`config.mk`:
```
export PLATFORM = sky130hd
export DESIGN_NAME = karatsuba_clmul_seq_flat
export DESIGN_NICKNAME = d
export VERILOG_FILES = /design/src/rtl/karatsuba_clmul_seq_pkg.sv /design/src/rtl/karatsuba_clmul_seq_if.sv /design/src/rtl/karatsuba_clmul_seq_clmul_half.sv /design/src/rtl/karatsuba_clmul_seq.sv /design/src/flat_wrapper.sv
export SDC_FILE = /design/constraint.sdc
export NUM_CORES = 1
export LEC_CHECK = 0
export CAP_MARGIN = 5
export CORE_ASPECT_RATIO = 0.6
export CORE_MARGIN = 1
export CORE_UTILIZATION = 58
export CTS_BUF_LIST = sky130_fd_sc_hd__clkbuf_8
export DETAILED_ROUTE_END_ITERATION = 6
export PLACE_DENSITY = 0.95
export SLEW_MARGIN = 25
export SYNTH_ARGS = -nofsm -noshare
export SYNTH_HDL_FRONTEND = slang
export SYNTH_SLANG_ARGS = --single-unit
```
`constraint.sdc`:
```
create_clock -name clk -period 4.9 [get_ports clk]
set_input_delay 0.98 -clock clk [delete_from_list [all_inputs] [get_ports clk]]
set_output_delay 0.98 -clock clk [all_outputs]
set_load 0.05 [all_outputs]
```
`src/rtl/karatsuba_clmul_seq_pkg.sv`:
```
// Shared GF(2) definitions: controller state encoding, default sizes and a
// bit-serial carry-less reference product used for self-checks.
package gf2_pkg;

  localparam int W_DEF     = 8;
  localparam int CNT_W_DEF = 16;

  typedef enum logic [2:0] {
    IDLE,
    LO,
    HI,
    MID,
    OUT
  } state_e;

  // Schoolbook carry-less product of the low n bits of x and y (n <= 64).
  function automatic logic [127:0] clmul_ref(input logic [63:0] x,
                                             input logic [63:0] y,
                                             input int          n);
    logic [127:0] r;
    r = '0;
    for (int i = 0; i < 64; i++) begin
      if (i < n && x[i]) r = r ^ ({64'd0, y} << i);
    end
    return r;
  endfunction

endpackage

```
`src/rtl/karatsuba_clmul_seq_if.sv`:
```
// Operand/result handshake bundle of the sequential carry-less multiplier.
interface karatsuba_clmul_seq_if #(
  parameter int W = 8
);
  logic           in_valid;
  logic           in_ready;
  logic [W-1:0]   a;
  logic [W-1:0]   b;
  logic           out_valid;
  logic           out_ready;
  logic [2*W-2:0] y;

  modport master (
    output in_valid, a, b, out_ready,
    input  in_ready, out_valid, y
  );

  modport slave (
    input  in_valid, a, b, out_ready,
    output in_ready, out_valid, y
  );
endinterface

```
`src/rtl/karatsuba_clmul_seq_clmul_half.sv`:
```
// Combinational H x H carry-less multiplier: AND array, XOR-reduced per column.
module clmul_half #(
  parameter int H = 4
) (
  input  logic [H-1:0]   x,
  input  logic [H-1:0]   y,
  output logic [2*H-2:0] p
);

  always_comb begin
    p = '0;
    for (int i = 0; i < H; i++) begin
      for (int j = 0; j < H; j++) begin
        p[i+j] = p[i+j] ^ (x[i] & y[j]);
      end
    end
  end

endmodule

```
`src/rtl/karatsuba_clmul_seq.sv`:
```
// One-level Karatsuba carry-less W x W multiply, sharing a single half-width
// multiplier over three cycles (low, high, middle partials).
module karatsuba_clmul_seq
  import gf2_pkg::*;
#(
  parameter int W     = W_DEF,
  parameter int CNT_W = CNT_W_DEF
) (
  input  logic                 clk,
  input  logic                 rst,
  karatsuba_clmul_seq_if.slave bus,
  output logic                 busy,
  output logic [CNT_W-1:0]     op_cnt
);

  localparam int H = W / 2;

  state_e         state_q, state_d;
  logic [W-1:0]   a_q, a_d, b_q, b_d;
  logic [W-2:0]   z0_q, z0_d, z2_q, z2_d;
  logic [2*W-2:0] y_q, y_d;
  logic [CNT_W-1:0] cnt_q, cnt_d;
  logic [H-1:0]   mx, my;
  logic [W-2:0]   prod, mid_sum;

  clmul_half #(.H(H)) u_half (
    .x(mx),
    .y(my),
    .p(prod)
  );

  always_ff @(posedge clk or posedge rst) begin
    if (rst) state_q <= IDLE;
    else     state_q <= state_d;
  end

  always_comb begin
    state_d = state_q;
    case (state_q)
      IDLE:    if (bus.in_valid) state_d = LO;
      LO:      state_d = HI;
      HI:      state_d = MID;
      MID:     state_d = OUT;
      OUT:     if (bus.out_ready) state_d = IDLE;
      default: state_d = IDLE;
    endcase
  end

  always_comb begin
    bus.in_ready  = (state_q == IDLE);
    bus.out_valid = (state_q == OUT);
    busy          = (state_q != IDLE);
    bus.y         = y_q;
    op_cnt        = cnt_q;
  end

  // Multiplier operands depend on state alone; IDLE/OUT feed zeros.
  always_comb begin
    mx = '0;
    my = '0;
    case (state_q)
      LO:  begin mx = a_q[H-1:0];            my = b_q[H-1:0];            end
      HI:  begin mx = a_q[W-1:H];            my = b_q[W-1:H];            end
      MID: begin mx = a_q[H-1:0] ^ a_q[W-1:H]; my = b_q[H-1:0] ^ b_q[W-1:H]; end
      default: ;
    endcase
  end

  always_comb begin
    a_d     = a_q;
    b_d     = b_q;
    z0_d    = z0_q;
    z2_d    = z2_q;
    y_d     = y_q;
    cnt_d   = cnt_q;
    mid_sum = prod ^ z0_q ^ z2_q;
    case (state_q)
      IDLE: if (bus.in_valid) begin a_d = bus.a; b_d = bus.b; end
      LO:   z0_d = prod;
      HI:   z2_d = prod;
      MID:  y_d  = {z2_q, {W{1'b0}}}
                 ^ {{H{1'b0}}, mid_sum, {H{1'b0}}}
                 ^ {{W{1'b0}}, z0_q};
      OUT:  if (bus.out_ready) cnt_d = cnt_q + 1'b1;
      default: ;
    endcase
  end

  always_ff @(posedge clk or posedge rst) begin
    if (rst) begin
      a_q   <= '0;
      b_q   <= '0;
      z0_q  <= '0;
      z2_q  <= '0;
      y_q   <= '0;
      cnt_q <= '0;
    end else begin
      a_q   <= a_d;
      b_q   <= b_d;
      z0_q  <= z0_d;
      z2_q  <= z2_d;
      y_q   <= y_d;
      cnt_q <= cnt_d;
    end
  end

  // The Karatsuba recombination must equal the schoolbook product.
  always @(posedge clk) begin
    if (!rst && state_q == MID)
      assert ({{(128-(2*W-1)){1'b0}}, y_d} ==
              clmul_ref({{(64-W){1'b0}}, a_q}, {{(64-W){1'b0}}, b_q}, W));
  end

endmodule

```
`src/flat_wrapper.sv`:
```
// flat-port wrapper written by rule: the top's interface ports become plain ports
module karatsuba_clmul_seq_flat import gf2_pkg::*;
#(
  parameter int W     = W_DEF,
  parameter int CNT_W = CNT_W_DEF
)
  (clk, rst, busy, op_cnt, bus_in_valid, bus_a, bus_b, bus_out_ready, bus_in_ready, bus_out_valid, bus_y);
  karatsuba_clmul_seq_if #(.W(W)) bus_i ();
  input  logic clk;
  input  logic rst;
  output logic busy;
  output logic [CNT_W-1:0] op_cnt;
  input wire logic [$bits(bus_i.in_valid)-1:0] bus_in_valid;
  input wire logic [$bits(bus_i.a)-1:0] bus_a;
  input wire logic [$bits(bus_i.b)-1:0] bus_b;
  input wire logic [$bits(bus_i.out_ready)-1:0] bus_out_ready;
  output wire logic [$bits(bus_i.in_ready)-1:0] bus_in_ready;
  output wire logic [$bits(bus_i.out_valid)-1:0] bus_out_valid;
  output wire logic [$bits(bus_i.y)-1:0] bus_y;
  assign bus_i.in_valid = bus_in_valid;
  assign bus_i.a = bus_a;
  assign bus_i.b = bus_b;
  assign bus_i.out_ready = bus_out_ready;
  assign bus_in_ready = bus_i.in_ready;
  assign bus_out_valid = bus_i.out_valid;
  assign bus_y = bus_i.y;
  karatsuba_clmul_seq #(.W(W), .CNT_W(CNT_W)) u_core (.clk(clk), .rst(rst), .bus(bus_i), .busy(busy), .op_cnt(op_cnt));
endmodule
```
== Word-level counts from Yosys, hierarchy flattened ==
Cells that the tools add are included.
Word-level totals
  flip-flop bits (word level): 64
  input port bits: 20
  output and inout bits: 34
  logic and storage cells: 55
Operators by class
  add/sub/neg operators: 1
  equality and inequality tests: 6
  mux-type cells: 5
  bitwise gates (word level): 31
  reduce and logical (&&, ||, !) cells: 5
Operators with widths (number)
  4-bit one-hot mux with 3 select lines: 2
  16-bit by 1-bit adder with 16-bit output (second input constant): 1
  1-bit bitwise AND: 16
  3-bit one-hot mux with 5 select lines: 1
  15-bit by 11-bit bitwise XOR with 15-bit output: 1
  15-bit by 7-bit bitwise XOR with 15-bit output: 1
  7-bit bitwise XOR: 2
  1-bit bitwise XOR: 9
  4-bit bitwise XOR: 2
  3-bit by 2-bit == test with 1-bit output (second input constant): 2
  3-bit two-way mux: 2
  2-bit AND reduction: 3
  2-bit inequality test (second input constant): 2
  3-bit by 1-bit == test with 1-bit output (second input constant): 1
  3-bit == test (second input constant): 1
  3-bit zero test: 1
  3-bit nonzero test: 1

== Longest topological paths before layout ==
Gate-level depths: netlist (run 1).
  depth in word-level cells: 10
  mapped depth: 8
  depth with buffers taken out: 6

== By module ==
Synthesis (run 1) repeated with hierarchy kept, for this count alone.
Unflattened totals
  cells, all modules: 259
  area total of the unflattened synthesis: 3037.9 µm²
By module, submodules not included
  karatsuba_clmul_seq: times used 1, cells an instance 234, area each 2885.3 µm², sequential area each 1601.5 µm²
  clmul_half: times used 1, cells an instance 25, area each 152.6 µm², sequential area each 0.0 µm²

== Worst setup path after synthesis (run 1) ==
OpenSTA, ideal clock, no wires.
  path type: reg2reg
  from: register u_core.state_q[0]
  to: register u_core.a_q[0]
  data arrival time: 2.391 ns
  required time: 4.775 ns
  slack: 2.384 ns
  stages on the path, launching flop included: 9
  buffers on the path: 3
  cells stage by stage: dfrtp_1 -> buf_4 -> nor2_1 -> nand2_1 -> inv_1 -> and2_1 -> buf_2 -> buf_2 -> mux2_2
Between the ends
  cells in the longest elaborated chain, start to end: 2
RTL lines
  start, declared: line karatsuba_clmul_seq.sv:18  | state_e state_q, state_d;
  start signal, assigned: line karatsuba_clmul_seq.sv:34  | else state_q <= state_d;
  3-bit zero test
  via bus_in_ready: line flat_wrapper.sv:17  | output wire logic [$bits(bus_i.in_ready)-1:0] bus_in_ready;
  2-bit AND reduction (no line)
  end signal, assigned: line karatsuba_clmul_seq.sv:91  | a_q <= '0;
  end signal, assigned: line karatsuba_clmul_seq.sv:98  | a_q <= a_d;
  end, declared: line karatsuba_clmul_seq.sv:19  | logic [W-1:0] a_q, a_d, b_q, b_d;
The timed path passes the listed nets, and every way through them passes these cells.
A chain may end at the register's enable or synchronous reset.

== Worst setup path after layout (run 1) ==
  from: register u_core.state_q[2]
  to: output port bus_out_valid
Between the ends
  cells in the longest elaborated chain, start to end: 1
RTL lines
  3-bit == test: line karatsuba_clmul_seq.sv:51  | bus.out_valid = (state_q == OUT);
  end, declared: line flat_wrapper.sv:18  | output wire logic [$bits(bus_i.out_valid)-1:0] bus_out_valid;
No other way between the ends.

==> results of run 1 <==
-- worst max-delay path: cells and delay by family (launching register included) --
kind	cells	cell delay, ns
buffers and inverters	3	1.27
AND/OR/NAND/NOR	1	0.50
flip-flops	1	0.40
-- kinds of logic after synthesis --
family / count (synthesis)
AND/OR/NAND/NOR: 85
flip-flops: 64
XOR/XNOR: 48
multiplexers: 25
AO/OA/AOI/OAI: 23
buffers and inverters: 15
adder cells (fa/ha/maj): 1
-- how the worst max path moves through the flow --
stage | from | end | cells past startpoint
2_1_floorplan | rst | u_core.a_q[0] | 1
3_3_place_gp | u_core.state_q[2] | bus_out_valid | 4
3_5_place_dp | u_core.state_q[2] | bus_out_valid | 4
4_1_cts | u_core.state_q[2] | bus_out_valid | 4
5_1_grt | u_core.state_q[2] | bus_out_valid | 4
6_report | u_core.state_q[2] | bus_out_valid | 4
-- state kept, by name, indices dropped and copies added, names as in the netlist --
signal / cells
u_core.bus.y: 15
u_core.op_cnt: 16
u_core.z0_q: 7
u_core.a_q: 8
u_core.state_q: 3
u_core.z2_q: 7
u_core.b_q: 8
-- metal layers --
| layer | vias to the layer above | routed length [µm] | GRT usage |
|---|---|---|---|
| li1 | 978 | - | - |
| met5 | - | 0 | 0 |
| met3 | 10 | 445 | 0.09733 |
| met2 | 88 | 2797 | 0.3952 |
| met1 | 1026 | 2684 | 0.3381 |
| met4 | 0 | 76 | 0.06593 |
-- Yosys cell counts (all sizes together) --
master and number:
nor3 1, clkinv 1, xnor3 1, dfrtp 64, and4bb 1, nand4 2
and2 1, nand3 24, ha 1, inv 5, nor2 7, o21ai 22
and4 1, xor2 20, nand2 44, xor3 2, o21a 1, buf 5
clkbuf 4, and3 3, mux2 25, or3 1, xnor2 25
-- layout make-up --
cell class	count	area, µm²	share of cell area
inverter	6	22.52	0.006081
tap	63	78.83	0.02128
clock inverter	4	18.77	0.005068
sequential	64	1602	0.4324
clock buffer	12	165.2	0.04459
multi-input combinational	182	1279	0.3453
timing repair buffer	54	538.0	0.1453
-- stage by stage --
stage | instance area, µm² | hold WS [ns] | util | power, µW | setup WS [ns]
after floorplan | 2952 | 0.4434 | - | 1834 | 2.322
after global placement | 3520 | 0.4565 | 0.7440 | 2089 | 1.849
after detailed placement | 3520 | 0.4663 | 0.7440 | 2141 | 1.794
after CTS | 3704 | 0.4888 | 0.7829 | 2580 | 1.399
after global routing | 3704 | 0.5114 | 0.7829 | 2729 | 1.259
final | 3704 | 0.4869 | 0.7829 | 2572 | 1.393
-- power by group through the flow --
stage	logic [µW]	clock network, µW	registers, µW
3_3_place_gp	1230	0	856
2_1_floorplan	819	0	1010
5_1_grt	1400	445	885
6_report	1300	412	862
3_5_place_dp	1280	0	866
4_1_cts	1300	419	860
==> run metrics, run 1 <==
via count=2,102; Synth top area share=0.5426; sequential-to-total area share from yosys stat=0.5426; LEAKAGE=between 0.0015 and 0.002 µW; Setup Fix Bufs, Post-CTS=0; CP Data Arrival Time=roughly 2.5 ns; nets=between 300 and 400; worst-case headroom to the max-slew limit=0.4136; I/O pin cnt=54; placed insts=roughly 370; Max Transition Viols Final=0; Cells after Synth=between 200 and 300; Switching Share=0.4267; CTS Buffer Depth=2; synth top area cells=dfrtp_1 (54%), mux2_2 (9.5%), xnor2_1 (7.4%), xor2_1 (5.6%), nand2_1 (5.6%); 1st-pass router iterations=4; grt total ovfl=0; Synth Area in Simple Gates=0.1335; post-detail-place hpwl=4.057 mm; Buffers on Ports=53; Core Region=between 4000 and 5000 µm²; Compound-Gate Fraction of Synth Area=0.03985; Seq pwr share=0.335; hold path depth=1; initial antenna violation count=0; maxcap violations=0; CTS H-Tree Depth=3; post-synth net total=between 200 and 300; final setup fails=0; reg-to-reg endpoint=u_core.bus.y[8]; skew final=between 0.009 and 0.01 ns; Synth Register Bits=64; slowest stage delay, CP=slightly above 0.8 ns; cts bufs inserted=9; CP max stage cell=clkdlybuf4s50_1; most frequent cells in the layout=dfrtp_1 (64), clkdlybuf4s50_1 (53), nand2_1 (44); GPL Wtd Cong=0.7760; Resized cells post-CTS=0; clock network power share=0.160; CP Class=reg -> out; ratio of total power to cell area=694.4 nW/µm²; combinational family with the most area after synthesis=XOR/XNOR gates; vias in the first global route=2,033; layout cells sized above 1=0.1491; die width=94.10 µm; Final min period=about 3.5 ns; Sink Count=between 60 and 70; CTS Root Cell=clkbuf_8; status=completed; drt wl/cell=~16 µm; later-pin clock latency in the skew report=about 0.35 ns; period utilization=0.7156; post-synth cell types=30; antenna-violating nets left=0; full die area=around 5400 µm²; crit path cell chain=clkinv_1 > or3_1 > inv_1 > clkdlybuf4s50_1; FMAX=0.2852 GHz; Worst EP required=just under 4 ns; CTS tree=built; CTS Hold Bufs=0; Hold Crit Class=reg -> reg; fillers=roughly 300; Avg Vias per Cell=approximately 5.5; hold path start=u_core.op_cnt[15]; Hold Fails Final Rpt=0; P_int=around 1500 µW; switching power=around 1100 µW; commonest non-fill, non-tap cell in the layout=dfrtp_1; r2r setup slk=2.68 ns; Max VDD drop=between 0.3 and 0.4 mV; Initial Util=0.6239; CP endpoint kind=primary output; unrepaired setup endpoints after global routing=false; pin count of the biggest net entering global routing=41; worst slew pin tran=approximately 0.88 ns; ant diodes=0; R2R depth=6; Synth area leader=dfrtp_1; xor/xnor share of the synthesized area=0.1602; Area Overhead vs Synth=25.48%; synthesized area=2952 µm²; reg2reg start=u_core.state_q[1]; Crit Path Max Fanout=19; crit start category=register; yosys synthesis warning count=0; GR Util All Layers=0.2535; mux contribution to synthesized area=0.09538; Logic pwr share=0.504; Adder-Cell Fraction of Synth Area=0.004239; standard-cell rows=19; # DRC=0; Synth Area per Inst=between 10 and 15 µm²; DR iter-0 viols=around 100; Hold Path Sink=u_core.op_cnt[15]; TNS Setup=0 ns; Routed WL=6.004 mm; Die H=approximately 57 µm; first-pass GRT wire length=~10 mm; Worst-path clk slew=about 0.070 ns; final non-filler cell total=roughly 390
Note: power is estimated with default switching activity, not from simulation.
==> run 2: changes to the inputs <==
- CORE_UTILIZATION: 58 -> 54
- PLACE_DENSITY: 0.95 -> 0.9
- clock period: 4.9 -> 3.4 ns (I/O delays scaled with it)
==> run 2 against run 1 <==
  * Via count down 1.9%
  * First-iteration DRC count down 2.0%
  * Register-to-register slack worse by 1.5 ns
  * Setup slack worse by 0.93 ns
  * Design area up 0.74%
  * Flip-flop and latch count unchanged
  * Clock power up 50%
  * Non-clock buffer count up 2
  * Combinational power up 42%
  * Die area up 7.2%
  * Clock-buffer cell count unchanged
  * Critical endpoint unchanged
  * Largest cell class unchanged
==> run metrics, run 2 (synthesized netlist as in run 1, its figures left out) <==
DR iter-0 viols=100 (was 102); Setup Fix Bufs, Post-CTS=0 (unchanged); Max Transition Viols Final=0 (unchanged); Max VDD drop=0.5650 mV (was 0.3899 mV); FMAX=around 0.34 GHz; Buffers on Ports=53 (unchanged); Avg Vias per Cell=5.290 (was 5.460); worst slew pin tran=0.8707 ns (was 0.8771 ns); register area=1602 µm² (unchanged); CTS tree=built (unchanged); status=completed (unchanged); Worst-path clk slew=0.07 ns (about the same); later-pin clock latency in the skew report=0.35 ns (about the same); maxcap violations=0 (unchanged); final instance area=3731 µm² (was 3704 µm²); 1st-pass router iterations=4 (unchanged); CTS H-Tree Depth=3 (unchanged); Core Region=5155 µm² (was 4731 µm²); CTS Hold Bufs=0 (unchanged); first-pass GRT wire length=10.23 mm (was 9.894 mm); via count=2,063 (was 2,102); worst-case headroom to the max-slew limit=0.4179 (was 0.4136); Hold Crit Class=reg -> reg (unchanged); CP Class=reg -> out (unchanged); crit start category=register (unchanged); fillers=386 (was 302); skew final=0.01172 ns (was 0.009154 ns); Final min period=between 2 and 3 ns; nets=340 (was 338); most frequent cells in the layout=dfrtp_1 (64), clkdlybuf4s50_1 (53), nand2_1 (44) (unchanged); antenna-violating nets left=0 (unchanged); standard-cell rows=20 (was 19); CTS Root Cell=clkbuf_8 (unchanged); drt wl/cell=14.97 µm (was 15.59 µm); LEAKAGE=0.001638 µW (was 0.001642 µW); Die H=59.27 µm (was 57.26 µm); unrepaired setup endpoints after global routing=false (unchanged); Power, Total=3717 µW (was 2572 µW); Resized cells post-CTS=0 (unchanged); layout cells sized above 1=0.1574 (was 0.1491); Routed WL=5.839 mm (was 6.004 mm); period utilization=0.8629; Area Overhead vs Synth=26.41% (was 25.48%); cts bufs inserted=9 (unchanged); CP Data Arrival Time=2.25 ns (was 2.53 ns); GR Util All Layers=0.2347 (was 0.2535); final setup fails=0 (unchanged); I/O pin cnt=54 (unchanged); post-detail-place hpwl=4.124 mm (was 4.057 mm); GPL Wtd Cong=0.8264 (was 0.7760); grt total ovfl=0 (unchanged); Largest register FFs=16 (unchanged); ratio of total power to cell area=996.1 nW/µm² (was 694.4 nW/µm²); DP Area=3538 µm² (was 3520 µm²); ant diodes=0 (unchanged); Hold Fails Final Rpt=0 (unchanged); Initial Util=0.5726 (was 0.6239); # DRC=0 (unchanged); CTS Buffer Depth=2 (unchanged); full die area=5775 µm² (was 5387 µm²); Crit Path Max Fanout=19 (unchanged); pin count of the biggest net entering global routing=25 (was 41); multi-input logic area=1279 µm² (unchanged); TNS Setup=0 ns (unchanged); CP endpoint kind=primary output (unchanged); Sink Count=64 (unchanged); Worst EP required=2.72 ns (was 3.92 ns); Hold WS=0.4753 ns (was 0.4869 ns); initial antenna violation count=0 (unchanged); commonest non-fill, non-tap cell in the layout=dfrtp_1 (unchanged); vias in the first global route=2,104 (was 2,033); die width=97.45 µm (was 94.10 µm)
## run 2: where the power goes
group	internal, µW	switching, µW
Clock	323	296
Sequential	1020	222
Combinational	791	1060
Total	2140	1580
## run 2: final cells by class
cell class                      count  area share
Clock inverter                      4    0.007378
Tap cell                           66     0.02213
Timing Repair Buffer               56      0.1482
Multi-Input combinational cell    182      0.3427
Sequential cell                    64      0.4292
Clock buffer                       12     0.04427
Inverter                            6    0.006036
## run 2: metal layers
layer	GRT usage	wire [µm]	vias to the layer above
met5	0	0	-
met4	0.05252	39	0
met3	0.08726	340	4
met2	0.3536	2510	57
met1	0.3289	2948	1021
li1	-	-	981
## run 2: per-stage QoR
| step | setup slack [ns] | util | std cells |
|---|---|---|---|
| after global placement | 0.8691 | 0.6864 | 374 |
| after CTS | 0.4428 | 0.7238 | 390 |
| after detailed placement | 0.8419 | 0.6864 | 374 |
| after global routing | 0.3700 | 0.7238 | 390 |
| final | 0.4662 | 0.7238 | 390 |
| after floorplan | 0.8840 | - | 261 |
## run 2: path summary, 6_finish.rpt
path                       slack (ns)              start                 to  cells past startpoint
max                              0.47  u_core.state_q[2]      bus_out_valid                      5
min                              0.48  u_core.op_cnt[15]  u_core.op_cnt[15]                      1
max reg2reg                      1.22  u_core.state_q[1]    u_core.bus.y[7]                      6
min reg2reg                      0.48  u_core.op_cnt[15]  u_core.op_cnt[15]                      1
max in group asynchronous        2.08                rst      u_core.a_q[7]                      3
min in group asynchronous        0.65                rst     u_core.z2_q[6]                      2
## run 2: worst max-delay path: stages (launching register included)
cell,delay [ns]
dfrtp_1,0.38
clkinv_1,0.07
buf_4,0.19
or3_1,0.41
inv_1,0.07
clkdlybuf4s50_1,0.80
==> variant (config.mk and constraints of run 1) <==
Change the package constant `CNT_W_DEF` from 16 to 32.
--- a/src/rtl/karatsuba_clmul_seq_pkg.sv
+++ b/src/rtl/karatsuba_clmul_seq_pkg.sv
@@ -3,7 +3,7 @@
 package gf2_pkg;
 
   localparam int W_DEF     = 8;
-  localparam int CNT_W_DEF = 16;
+  localparam int CNT_W_DEF = 32;
 
   typedef enum logic [2:0] {
     IDLE,
Interface: changed (resized op_cnt); port bits go from 54 to 70. The function was not compared with the original's and may differ.
==> variant against run 1 <==
- sequential cell count increased by 16
- global-route usage increased by 1.6 points
- design area increased by 23%
- total power increased by 3.7%
- routed wire length increased by 31%
- sequential share of layout area increased by 0.86 points
- register-to-register slack got worse by 0.21 ns
- largest power group unchanged
- synthesized area increased by 23%
- setup slack improved by 0.012 ns
- clock skew increased by 0.0025 ns
==> variant: results (changes against run 1) <==
outcome:
  status: "finished, final reports clean"
sta:
  slew-limit-headroom_pct: 43.2  # +1.8 points
  whs_ns: 0.477  # -0.00957 ns
  fin_crit_ns: 3.49  # -0.0118 ns
  fin_skew_ns: 0.0117  # +0.00253 ns
final_layout:
  largest_reg_flops: 32  # +16
  fin_util_pct: 78.2  # -0.11 points
  nNetsFinal: 408  # +21%
  num-multi-input-gates: 221  # +21%
  multi_input_comb_area_um2: 1560  # +22%
  inverters_excl_clock: 5  # -1
  n_fill_cell: 348  # +15%
  nonClkBufAreaFrac_pct: 15.4  # +0.85 points
  nonClockBufferCount: 70  # +30%
  n_antenna_cell: 0  # unchanged
  sh_seq_area_pct: 44.1  # +0.86 points
  clock_area_share_pct: 3.64  # -1.3 points
  drive_gt1_share_pct: 11.5  # -3.4 points
global_routing:
  grtUsageTotal_pct: 26.9  # +1.6 points
  grt_pass1_wl_um: 13500  # +36%
  grt_max_degree: 50  # +22%
  grt_pass1_vias: 2731  # +34%
routing:
  drtIter0Drc: 202  # +98%
  routed_wl_um: 7870  # +31%
  wire_per_inst_um: 16.7  # +6.9%
  dr.pass1.iters: 4  # unchanged
  via_per_inst: 5.55  # +1.7%
synth:
  syn_nets: 338  # +20%
  synthFlopType: "dfrtp_1"
  synth_area_leaders: "dfrtp_1 (55%), xnor2_1 (9.9%), mux2_2 (7.8%)"
  ys_seq_area_share_pct: 55.2  # +0.99 points
  synth_common_cells: "dfrtp_1 (80), nand2_1 (52), xnor2_1 (41)"
  syn-mean-instance-area_um2: 11.4  # +1.1%
  ys_types: 27  # -10%
hold_path:
  min_from: "u_core.op_cnt[31]"
  hold_end: "u_core.op_cnt[31]"
clock_tree:
  ctsRootBufferMaster: "clkbuf_8"
  clock_sinks: 80  # +25%
pwr:
  powerDensity_nw_per_um2: 588  # -15%
  p_sw_uw: 1130  # +3.3%
  p_leak_uw: 0.00197  # +20%
  power_frac_comb_pct: 47.3  # -3.1 points
  seq_power_share_pct: 36.9  # +3.4 points
place:
  dp_cells: 456  # +24%
  port_buffers: 69  # +30%
  place_ws_ns: 1.74  # -0.0496 ns
  place_area_um2: 4370  # +24%
  finalWeightedCongestion: 0.819  # +5.6%
  dpl.hpwl_um: 5520  # +36%
floorplanning:
  num_rows: 21  # +2
worst_setup_path:
  r2r_end: "u_core.op_cnt[22]"
  reg2reg_from: "u_core.state_q[1]"
  reg2reg_slack_ns: 2.47  # -0.21 ns
  arrival_ns: 2.51  # -0.02 ns
-- variant: cell types whose count changed in the layout (fill, tap and decap cells not counted), sizes merged, moves of 3 or more --
cell,delta
and4,+4
clkbuf,-3
clkdlybuf4s50,+16
dfrtp,+16
nand2,+8
nand3,+5
nand4,+5
xnor2,+16
-- variant: worst max-delay path, cell delays in order, from the launching register on --
cell,delay [ns]
dfrtp_1,0.38
clkinv_1,0.39
or3_1,0.52
inv_1,0.07
clkdlybuf4s50_1,0.80
-- variant: cell families (layout without fill, tap and decap cells) --
logic type / count (synthesis) / in the layout / synth area share (%)
simple gates: 109 / 109 / 15.1
flops: 80 / 80 / 55.2
xor+xnor: 63 / 63 / 16.4
mux: 25 / 25 / 7.77
compound gates: 23 / 23 / 3.25
buf+inv: 16 / 91 / 1.83
fa+ha+maj: 1 / 1 / 0.345
-- variant: metal layers --
layer	vias up	share of wire, %	global-route usage (%)
li1	1205	-	-
met2	77	50	44.3
met3	18	5.3	5.49
met4	0	2.2	11.6
met1	1320	43	35.2
met5	-	0	0
